### src/rtl/dcache_direct.sv
`default_nettype none
// ============================================================================
// Module   : dcache_direct
// Purpose  : Direct-mapped, write-through, no-write-allocate data cache for
//            16-bit words. It sits between the MEM pipeline stage and the SRAM
//            controller. Each line holds one word.
// Ports    : clk, rst (async, active-high)
//            Pipeline side : req, wr, addr[15:0], wdata[15:0] -> rdata, busy
//            Memory side   : mem_req, mem_we, mem_addr[17:0], mem_wdata[15:0]
//                            <- mem_rdata[15:0], mem_ready
//            Statistics    : hit_count, miss_count
// Options  : DCACHE_STATS_EN - when defined, hit_count and miss_count are
//            saturating counters. When undefined, both outputs are tied to 0.
// Revision : 1.0 - initial release
// ============================================================================
module dcache_direct #(
    parameter int INDEX_BITS = 6
) (
    input  logic        clk,
    input  logic        rst,
    input  logic        req,
    input  logic        wr,
    input  logic [15:0] addr,
    input  logic [15:0] wdata,
    output logic [15:0] rdata,
    output logic        busy,
    output logic        mem_req,
    output logic        mem_we,
    output logic [17:0] mem_addr,
    output logic [15:0] mem_wdata,
    input  logic [15:0] mem_rdata,
    input  logic        mem_ready,
    output logic [15:0] hit_count,
    output logic [15:0] miss_count
);

    localparam int TAG_BITS = 16 - INDEX_BITS;
    localparam int c_LINES  = 1 << INDEX_BITS;

    localparam logic [1:0] c_IDLE    = 2'd0;
    localparam logic [1:0] c_RD_MISS = 2'd1;
    localparam logic [1:0] c_WR_THRU = 2'd2;
    localparam logic [1:0] c_DONE    = 2'd3;

    logic [1:0]          r_state;
    logic [1:0]          w_next_state;

    logic [c_LINES-1:0]  r_valid;
    logic [TAG_BITS-1:0] r_tag  [c_LINES];
    logic [15:0]         r_data [c_LINES];

    logic [15:0]         r_addr;
    logic [15:0]         r_wdata;
    logic [15:0]         r_result;

    // Lookup for the live pipeline address (used in IDLE).
    logic [INDEX_BITS-1:0] w_idx;
    logic [TAG_BITS-1:0]   w_tag;
    logic                  w_hit;
    assign w_idx = addr[INDEX_BITS-1:0];
    assign w_tag = addr[15:INDEX_BITS];
    assign w_hit = r_valid[w_idx] && (r_tag[w_idx] == w_tag);

    // Lookup for the latched address (used while a memory access is pending).
    logic [INDEX_BITS-1:0] w_lat_idx;
    logic [TAG_BITS-1:0]   w_lat_tag;
    logic                  w_lat_hit;
    assign w_lat_idx = r_addr[INDEX_BITS-1:0];
    assign w_lat_tag = r_addr[15:INDEX_BITS];
    assign w_lat_hit = r_valid[w_lat_idx] && (r_tag[w_lat_idx] == w_lat_tag);

    logic w_start;      // IDLE request that needs the memory
    logic w_load_hit;   // IDLE load served from the cache
    logic w_fill;       // read miss completing this edge
    logic w_wr_done;    // write-through completing this edge
    assign w_load_hit = (r_state == c_IDLE) && req && !wr && w_hit;
    assign w_start    = (r_state == c_IDLE) && req && (wr || !w_hit);
    assign w_fill     = (r_state == c_RD_MISS) && mem_ready;
    assign w_wr_done  = (r_state == c_WR_THRU) && mem_ready;

    // ------------------------------------------------------------------
    // FSM: state register
    // ------------------------------------------------------------------
    always_ff @(posedge clk or posedge rst) begin
        if (rst) begin
            r_state <= c_IDLE;
        end else begin
            r_state <= w_next_state;
        end
    end

    // ------------------------------------------------------------------
    // FSM: next-state logic
    // ------------------------------------------------------------------
    always_comb begin
        w_next_state = r_state;
        case (r_state)
            c_IDLE: begin
                if (w_start) begin
                    w_next_state = wr ? c_WR_THRU : c_RD_MISS;
                end
            end
            c_RD_MISS: if (mem_ready) w_next_state = c_DONE;
            c_WR_THRU: if (mem_ready) w_next_state = c_DONE;
            // DONE consumes the held request, so req is not looked at here.
            default:   w_next_state = c_IDLE;
        endcase
    end

    // ------------------------------------------------------------------
    // FSM: outputs
    // ------------------------------------------------------------------
    always_comb begin
        busy      = 1'b0;
        rdata     = 16'd0;
        mem_req   = 1'b0;
        mem_we    = 1'b0;
        mem_addr  = 18'd0;
        mem_wdata = 16'd0;
        case (r_state)
            c_IDLE: begin
                if (req) begin
                    if (!wr && w_hit) begin
                        rdata = r_data[w_idx];
                    end else begin
                        busy = 1'b1;
                    end
                end
            end
            c_RD_MISS: begin
                busy     = 1'b1;
                mem_req  = 1'b1;
                mem_addr = {2'b00, r_addr};
            end
            c_WR_THRU: begin
                busy      = 1'b1;
                mem_req   = 1'b1;
                mem_we    = 1'b1;
                mem_addr  = {2'b00, r_addr};
                mem_wdata = r_wdata;
            end
            default: begin
                rdata = r_result;
            end
        endcase
    end

    // ------------------------------------------------------------------
    // Request latch and result register
    // ------------------------------------------------------------------
    always_ff @(posedge clk or posedge rst) begin
        if (rst) begin
            r_addr   <= 16'd0;
            r_wdata  <= 16'd0;
            r_result <= 16'd0;
        end else begin
            if (w_start) begin
                r_addr <= addr;
                if (wr) begin
                    r_wdata <= wdata;
                end
            end
            if (w_fill) begin
                r_result <= mem_rdata;
            end else if (w_wr_done) begin
                r_result <= r_wdata;
            end
        end
    end

    // ------------------------------------------------------------------
    // Line storage. Only the valid bits need a reset; tag and data are
    // meaningless while the line is invalid.
    // ------------------------------------------------------------------
    always_ff @(posedge clk or posedge rst) begin
        if (rst) begin
            r_valid <= '0;
        end else if (w_fill) begin
            r_valid[w_lat_idx] <= 1'b1;
        end
    end

    always_ff @(posedge clk) begin
        if (!rst) begin
            if (w_fill) begin
                r_tag[w_lat_idx]  <= w_lat_tag;
                r_data[w_lat_idx] <= mem_rdata;
            end else if (w_wr_done && w_lat_hit) begin
                // Write-through updates a resident line; misses do not allocate.
                r_data[w_lat_idx] <= r_wdata;
            end
        end
    end

    // ------------------------------------------------------------------
    // Statistics
    // ------------------------------------------------------------------
`ifdef DCACHE_STATS_EN
    logic [15:0] r_hit_count;
    logic [15:0] r_miss_count;

    always_ff @(posedge clk or posedge rst) begin
        if (rst) begin
            r_hit_count  <= 16'd0;
            r_miss_count <= 16'd0;
        end else begin
            if (w_load_hit && (r_hit_count != 16'hFFFF)) begin
                r_hit_count <= r_hit_count + 16'd1;
            end
            if (w_start && !wr && (r_miss_count != 16'hFFFF)) begin
                r_miss_count <= r_miss_count + 16'd1;
            end
        end
    end

    assign hit_count  = r_hit_count;
    assign miss_count = r_miss_count;
`else
    logic w_unused_stats;
    assign w_unused_stats = w_load_hit;
    assign hit_count  = 16'd0;
    assign miss_count = 16'd0;
`endif

endmodule
`default_nettype wire

### config.mk
export PLATFORM = sky130hd
export DESIGN_NAME = dcache_direct
export DESIGN_NICKNAME = d
export VERILOG_FILES = /design/src/rtl/dcache_direct.sv
export SDC_FILE = /design/constraint.sdc
export NUM_CORES = 2
export LEC_CHECK = 0
export BUFFER_PORTS_ARGS = -buffer_cell sky130_fd_sc_hd__buf_2
export CAP_MARGIN = 5
export CORE_MARGIN = 5
export CORE_UTILIZATION = 39
export CTS_BUF_LIST = sky130_fd_sc_hd__clkbuf_16
export CTS_CLUSTER_SIZE = 20
export DETAILED_ROUTE_END_ITERATION = 16
export PLACE_DENSITY = 0.63
export SLEW_MARGIN = 20
export SYNTH_ARGS = -nofsm -noshare
export SYNTH_HDL_FRONTEND = slang
export SYNTH_SLANG_ARGS = --single-unit
export TNS_END_PERCENT = 20
### constraint.sdc
create_clock -name clk -period 5.5 [get_ports clk]
set_input_delay 0.275 -clock clk [delete_from_list [all_inputs] [get_ports clk]]
set_output_delay 0.275 -clock clk [all_outputs]
set_load 0.03 [all_outputs]
Yosys cells after proc, flatten, opt, wreduce, memory -nomap -nowiden
Memories as Yosys holds them, arrays and structs flattened. Index checks and enable logic that the tools add are counted.

Bits of input ports: 53. Memory bits (writable): 1664. Latch bits: 0. ROM bits: 0. Logic and storage cells: 65. Memories kept: 2. Register bits after elaboration: 114.

Shifts and indexed selects: 0. Add/subtract/negate cells: 0. Mux-type cells: 30. Order comparisons: 3. $mul: 0. Divide/modulo/power cells: 0. Bitwise operators: 2. Reduce and logical (&&, ||, !) cells: 17. Eq/ne operators: 6.

Memory list: r_data (depth 64, bits a word 16, read ports 1, clocked after Yosys merged registers in 0, write ports 1, line 50) `logic [15:0] r_data [c_LINES];`; r_tag (depth 64, bits a word 10, read ports 2, clocked after Yosys merged registers in 0, write ports 1, line 49) `logic [TAG_BITS-1:0] r_tag [c_LINES];`.

Operators with widths (count): $mux 16 (7); $or 64x64->64 (1); $pmux 16 s2 (1); $eq 10x10->1 (2); $lt 6x7->1 const B (2); $mux 1 (14); $bmux 1 s6 (2); $logic_and 1x1->1 (9); $demux 1 s6 (1); $ge 6x1->1 const B (1); $mux 2 (3); $pmux 2 s2 (1); $reduce_and 2->1 (2); $eq 2x1->1 const B (1); $eq 2x2->1 const B (1); $logic_not 1->1 (2); $logic_not 2->1 (1); $ne 2x1->1 const B (1); $ne 2x2->1 const B (1); $pmux 1 s2 (1); $reduce_bool 2->1 (1); $reduce_or 2->1 (1); $logic_or 1x1->1 (1); $or 1x1->1 (1).

Depth between registers and ports, before layout
Depth after elaboration: 9. Gate-level depth with buffers: 17. Depth with buffers taken out: 10.

Worst setup path before layout
Ideal clock, no wire load.

Kind: reg-to-reg. From: register r_addr[1]. To: memory r_data[31][0] (enable). Setup slack: 0.623 ns. Arrival time: 4.468 ns. Cell stages (with the launch flop): 16. Buffers on the path: 5. Setup time: 0.409 ns. Path through: dfrtp_1 buf_2 buf_2 buf_1 mux4_2 mux2i_1 o22ai_1 a221oi_1 o2111ai_1 xor2_1 nor4_1 nand4b_2 a21boi_1 buf_6 buf_6 nor3_1.

Word-level cells in the longest chain between the ends: 9.

RTL lines: from (decl) (line 52) `logic [15:0] r_addr;`; from (signal assigned) (line 158) `r_addr <= addr;`; $mem_v2 64x10 or $bmux 1 s6 (tied branches); $eq 10x10->1 or $mux 1 (tied branches) (line 70) `assign w_lat_hit = r_valid[w_lat_idx] && (r_tag[w_lat_idx] == w_lat_tag);`; $logic_and 1x1->1 (line 70); $logic_and 1x1->1 (line 188) `end else if (w_wr_done && w_lat_hit) begin`; $mux 1 (line 188); $mux 1 (line 185) `if (w_fill) begin`; $mux 1 (line 184) `if (!rst) begin`; $mux 1 (not written as such) (line 190) `r_data[w_lat_idx] <= r_wdata;`; $or 1x1->1 (no line); to (decl) (line 50).

Several ways; a longest one is shown, not always the timed one. The select of a mux whose other input is x is not followed.

Final worst setup path
From: register r_addr[1]. To: memory r_data[23][3], data pin.

Word-level cells in the longest chain between the ends: 9.

RTL lines (line): $mem_v2 64x10 or $bmux 1 s6 (tied branches); $eq 10x10->1 or $mux 1 (tied branches) (70); $logic_and 1x1->1 (*) (70); $logic_and 1x1->1 (*) (188); $mux 1 (*) (188); $mux 1 (*) (185); $mux 1 (*) (184); $mux 1 (not written as such) (*) (190); $mux 16 (no line) (*).

Mark *: on every way between the ends. The rest lies on a longest branch, timed or not. The select of a mux whose other input is x is not followed.

==> metrics.txt <==
status finished, final reports clean; DIE AREA approximately 200000 um^2; Adder-Cell Fraction of Synth Area less than 1%; CTS root buffer clkbuf_16; Worst Hold Class in2reg; xor/xnor share of the synthesized area less than 1%; FF-to-FF End r_data[23][3]; Area contributors post-synth edfxtp_1 65%, mux4_2 15%, dfrtp_1 3.7%, mux2i_1 3.0%, mux2_2 1.6%; hold path start wr; CP Max Fanout 48; Post-Synthesis Cell Area roughly 76000 um^2; final setup TNS 0 ns; Worst Path Arrival 5.93 ns; endpoints failing setup 0; Setup WS post-layout roughly 0.09 ns; H-Tree Depth 4; PortBufs between 100 and 150; Clock Latency Late Sink 0.86 ns; pwr dens around 440 nW/um^2; first-pass GRT wire length between 300000 and 400000 um; Area growth syn-to-layout 16.6%; Post-Synthesis Cells between 4000 and 5000; Initial Util slightly below 40%; Hold Path Sink r_state[1]; Worst setup SP type register; simple-gate share of the synthesized area under 10%; DRT Wirelength 244000 um; Compound-Gate Fraction of Synth Area under 10%; Die Y-Extent 453 um; slowest stage cell on the critical path o32ai_1; max-capacitance violation count 0; largest net degree at the start of global routing 162; CTS tree yes; CP Capture Type register; width of the die 453 um; pre-CTS WS 0.268 ns; R2R Setup Slk 0.09 ns; DRT iter0 DRCs 5859; fin. max-slew vios 0; count leader, synth edfxtp_1; Rows between 150 and 200; area leader, netlist edfxtp_1; top cell type's share of synthesized area ~65%; remaining antenna violation count 0; Design Power between 30 and 40 mW; Vias 44100; Max-slew headroom approximately 14%; reg2reg start r_addr[1]; core outline area slightly below 200000 um^2; via/cell ratio 6.14; vias in the first global route ~44000; maximum buffer depth of the clock tree 3; Residual DRC 0; Post-synth top cells 1664 x edfxtp_1, 512 x mux4_2, 230 x mux2i_1; combinational family with the most area after synthesis multiplexers; total CTS buffers 186; Final min period approximately 5.4 ns; clock skew about 0.07 ns; most used cell along the critical path buf_4; postcts setup bufs 0; Crit Path Class reg2reg; CP max stage delay approximately 0.87 ns; register bit total from synthesis between 1500 and 2000; Lkg Pwr around 30 nW; HPWL Detailed between 150000 and 200000 um; IR Drop Worst-Case VDD 0.343 mV; register area share after synthesis between 60 and 70%; CP Data Required Time approximately 6 ns; Hold Slack roughly 0.067 ns; Post-Route Utilization between 40 and 50%; clock slew at reported path FFs 0.06 ns; Worst R2R Path Depth 12; asr flop ratio synth approximately 6.4%; GPL Wtd Cong around 1.0; post-synthesis mux area share between 10% and 20%; library cells used by synthesis 81; final hold vios 0; Mean Syn Cell Area 19.0 um^2; share of post-route cells with drive strength above 1 between 30% and 40%; wire per inst 34.0 um; initial antenna violation count 11; Top FF cell, synth edfxtp_1; Highest Clock Rate ~180 MHz; YS warnings 0; grt ovf 0; Final #Nets 4456; I/O pins 138; Filler cells around 16000; GRT Total Usage roughly a quarter; worst slew pin tran about 1.3 ns; TritonCTS Sinks 1778; CP Cell Sequence nor2_2 -> buf_4 -> a221o_1 -> a21oi_1 -> o32ai_1 -> nor4bb_1 -> xnor2_1 -> nor2_1 -> nand4b_2 -> buf_4 -> mux2_2 -> buf_12; Pre-antenna DRT Iters 6; hold path depth 4; RSZ-0062 raised after global routing false; Post-synth EDFFs around 1700; final worst path period share about 98%
how the worst max path moves through the flow:
stage	from	to	slack [ns]
final	r_addr[1]	r_data[23][3]	0.09
after global routing	r_tag[30][8]	rdata[6]	0.04
after CTS	r_tag[30][8]	rdata[6]	0.15
after detailed placement	r_addr[1]	r_data[22][7]	0.27
after global placement	addr[2]	rdata[6]	0.33
after floorplan	r_addr[1]	r_data[31][0]	0.62
cell type report:
cell class / count / area, um^2 / area share (%)
sequential: 1778 / 52800 / 59.3
multi-input combinational: 1940 / 22400 / 25.1
timing repair buffer: 483 / 4630 / 5.20
inverter: 10 / 40.0 / 0.0449
antenna: 6 / 15.0 / 0.0168
clock buffer: 186 / 4650 / 5.22
clock inverter: 161 / 1290 / 1.44
tap: 2624 / 3280 / 3.68
registers in the layout (all words and copies together), names as in the netlist:
| name | flops |
|---|---|
| r_result | 16 |
| r_wdata | 16 |
| r_tag | 640 |
| r_addr | 16 |
| r_state | 2 |
| r_data | 1024 |
| r_valid | 64 |
routing by layer:
metal  vias to the layer above  part of all wire, %  track usage, %
met5                         -                0.017               0
met4                         6                  5.9            11.7
met3                       690                   10            6.55
met2                      2732                   47            37.2
met1                     23200                   37            29.7
li1                      17500                    -               -
metrics by stage:
step / std cells / cell area, um^2
after floorplan: 4048 / 76600
after global placement: 6791 / 82800
after detailed placement: 6791 / 82800
after CTS: 7182 / 89100
after global routing: 7183 / 89200
final: 7188 / 89200
critical path, delay by kind of cell, from the launching register on:
| family | cells | cell delay [ns] |
|---|---|---|
| AND/OR/NAND/NOR | 4 | 1.36 |
| AO/OA/AOI/OAI | 3 | 1.12 |
| buffers and inverters | 3 | 0.91 |
| flip-flops | 1 | 0.71 |
| multiplexers | 1 | 0.44 |
| XOR/XNOR | 1 | 0.36 |
cell usage in the layout (no fill, tap or decap), types with 24 or more instances in the layout:
| cell type | count |
|---|---|
| a221o_1 | 24 |
| buf_4 | 249 |
| o21ai_0 | 53 |
| mux2_2 | 110 |
| conb_1 | 34 |
| buf_12 | 89 |
| a21oi_1 | 74 |
| nor3_2 | 37 |
| clkinv_2 | 33 |
| nand2b_1 | 25 |
| and2_1 | 34 |
| nor2_1 | 123 |
| mux2i_1 | 228 |
| clkinv_1 | 42 |
| nand2_1 | 110 |
| nand3_1 | 29 |
| a221oi_1 | 74 |
| clkbuf_16 | 186 |
| buf_2 | 97 |
| o21bai_1 | 58 |
| mux4_2 | 512 |
| o22ai_1 | 50 |
| edfxtp_1 | 1664 |
| a22oi_1 | 83 |
| nor3_4 | 27 |
| dfrtp_1 | 101 |
| inv_1 | 55 |
| dlygate4sd3_1 | 44 |
power by group:
group	total (mW)	internal, mW	switching [mW]
Clock	12.1	6.72	5.39
Combinational	10.5	3.35	7.15
Sequential	16.6	16.0	0.640
kinds of logic after synthesis:
kind of cell | count (synthesis)
flops | 1778
compound gates | 516
xor+xnor | 26
mux | 864
buf+inv | 330
simple gates | 496
fa+ha+maj | 4
other cells | 1
repair_timing:
| item | CTS | global route |
|---|---|---|
| hold endpoints to repair | 84 | 0 |
| setup endpoints to repair | 0 | 2 |
| resized for setup | 0 | 2 |
| hold buffers | 44 | 0 |
Power figures use the tool's default switching activity.
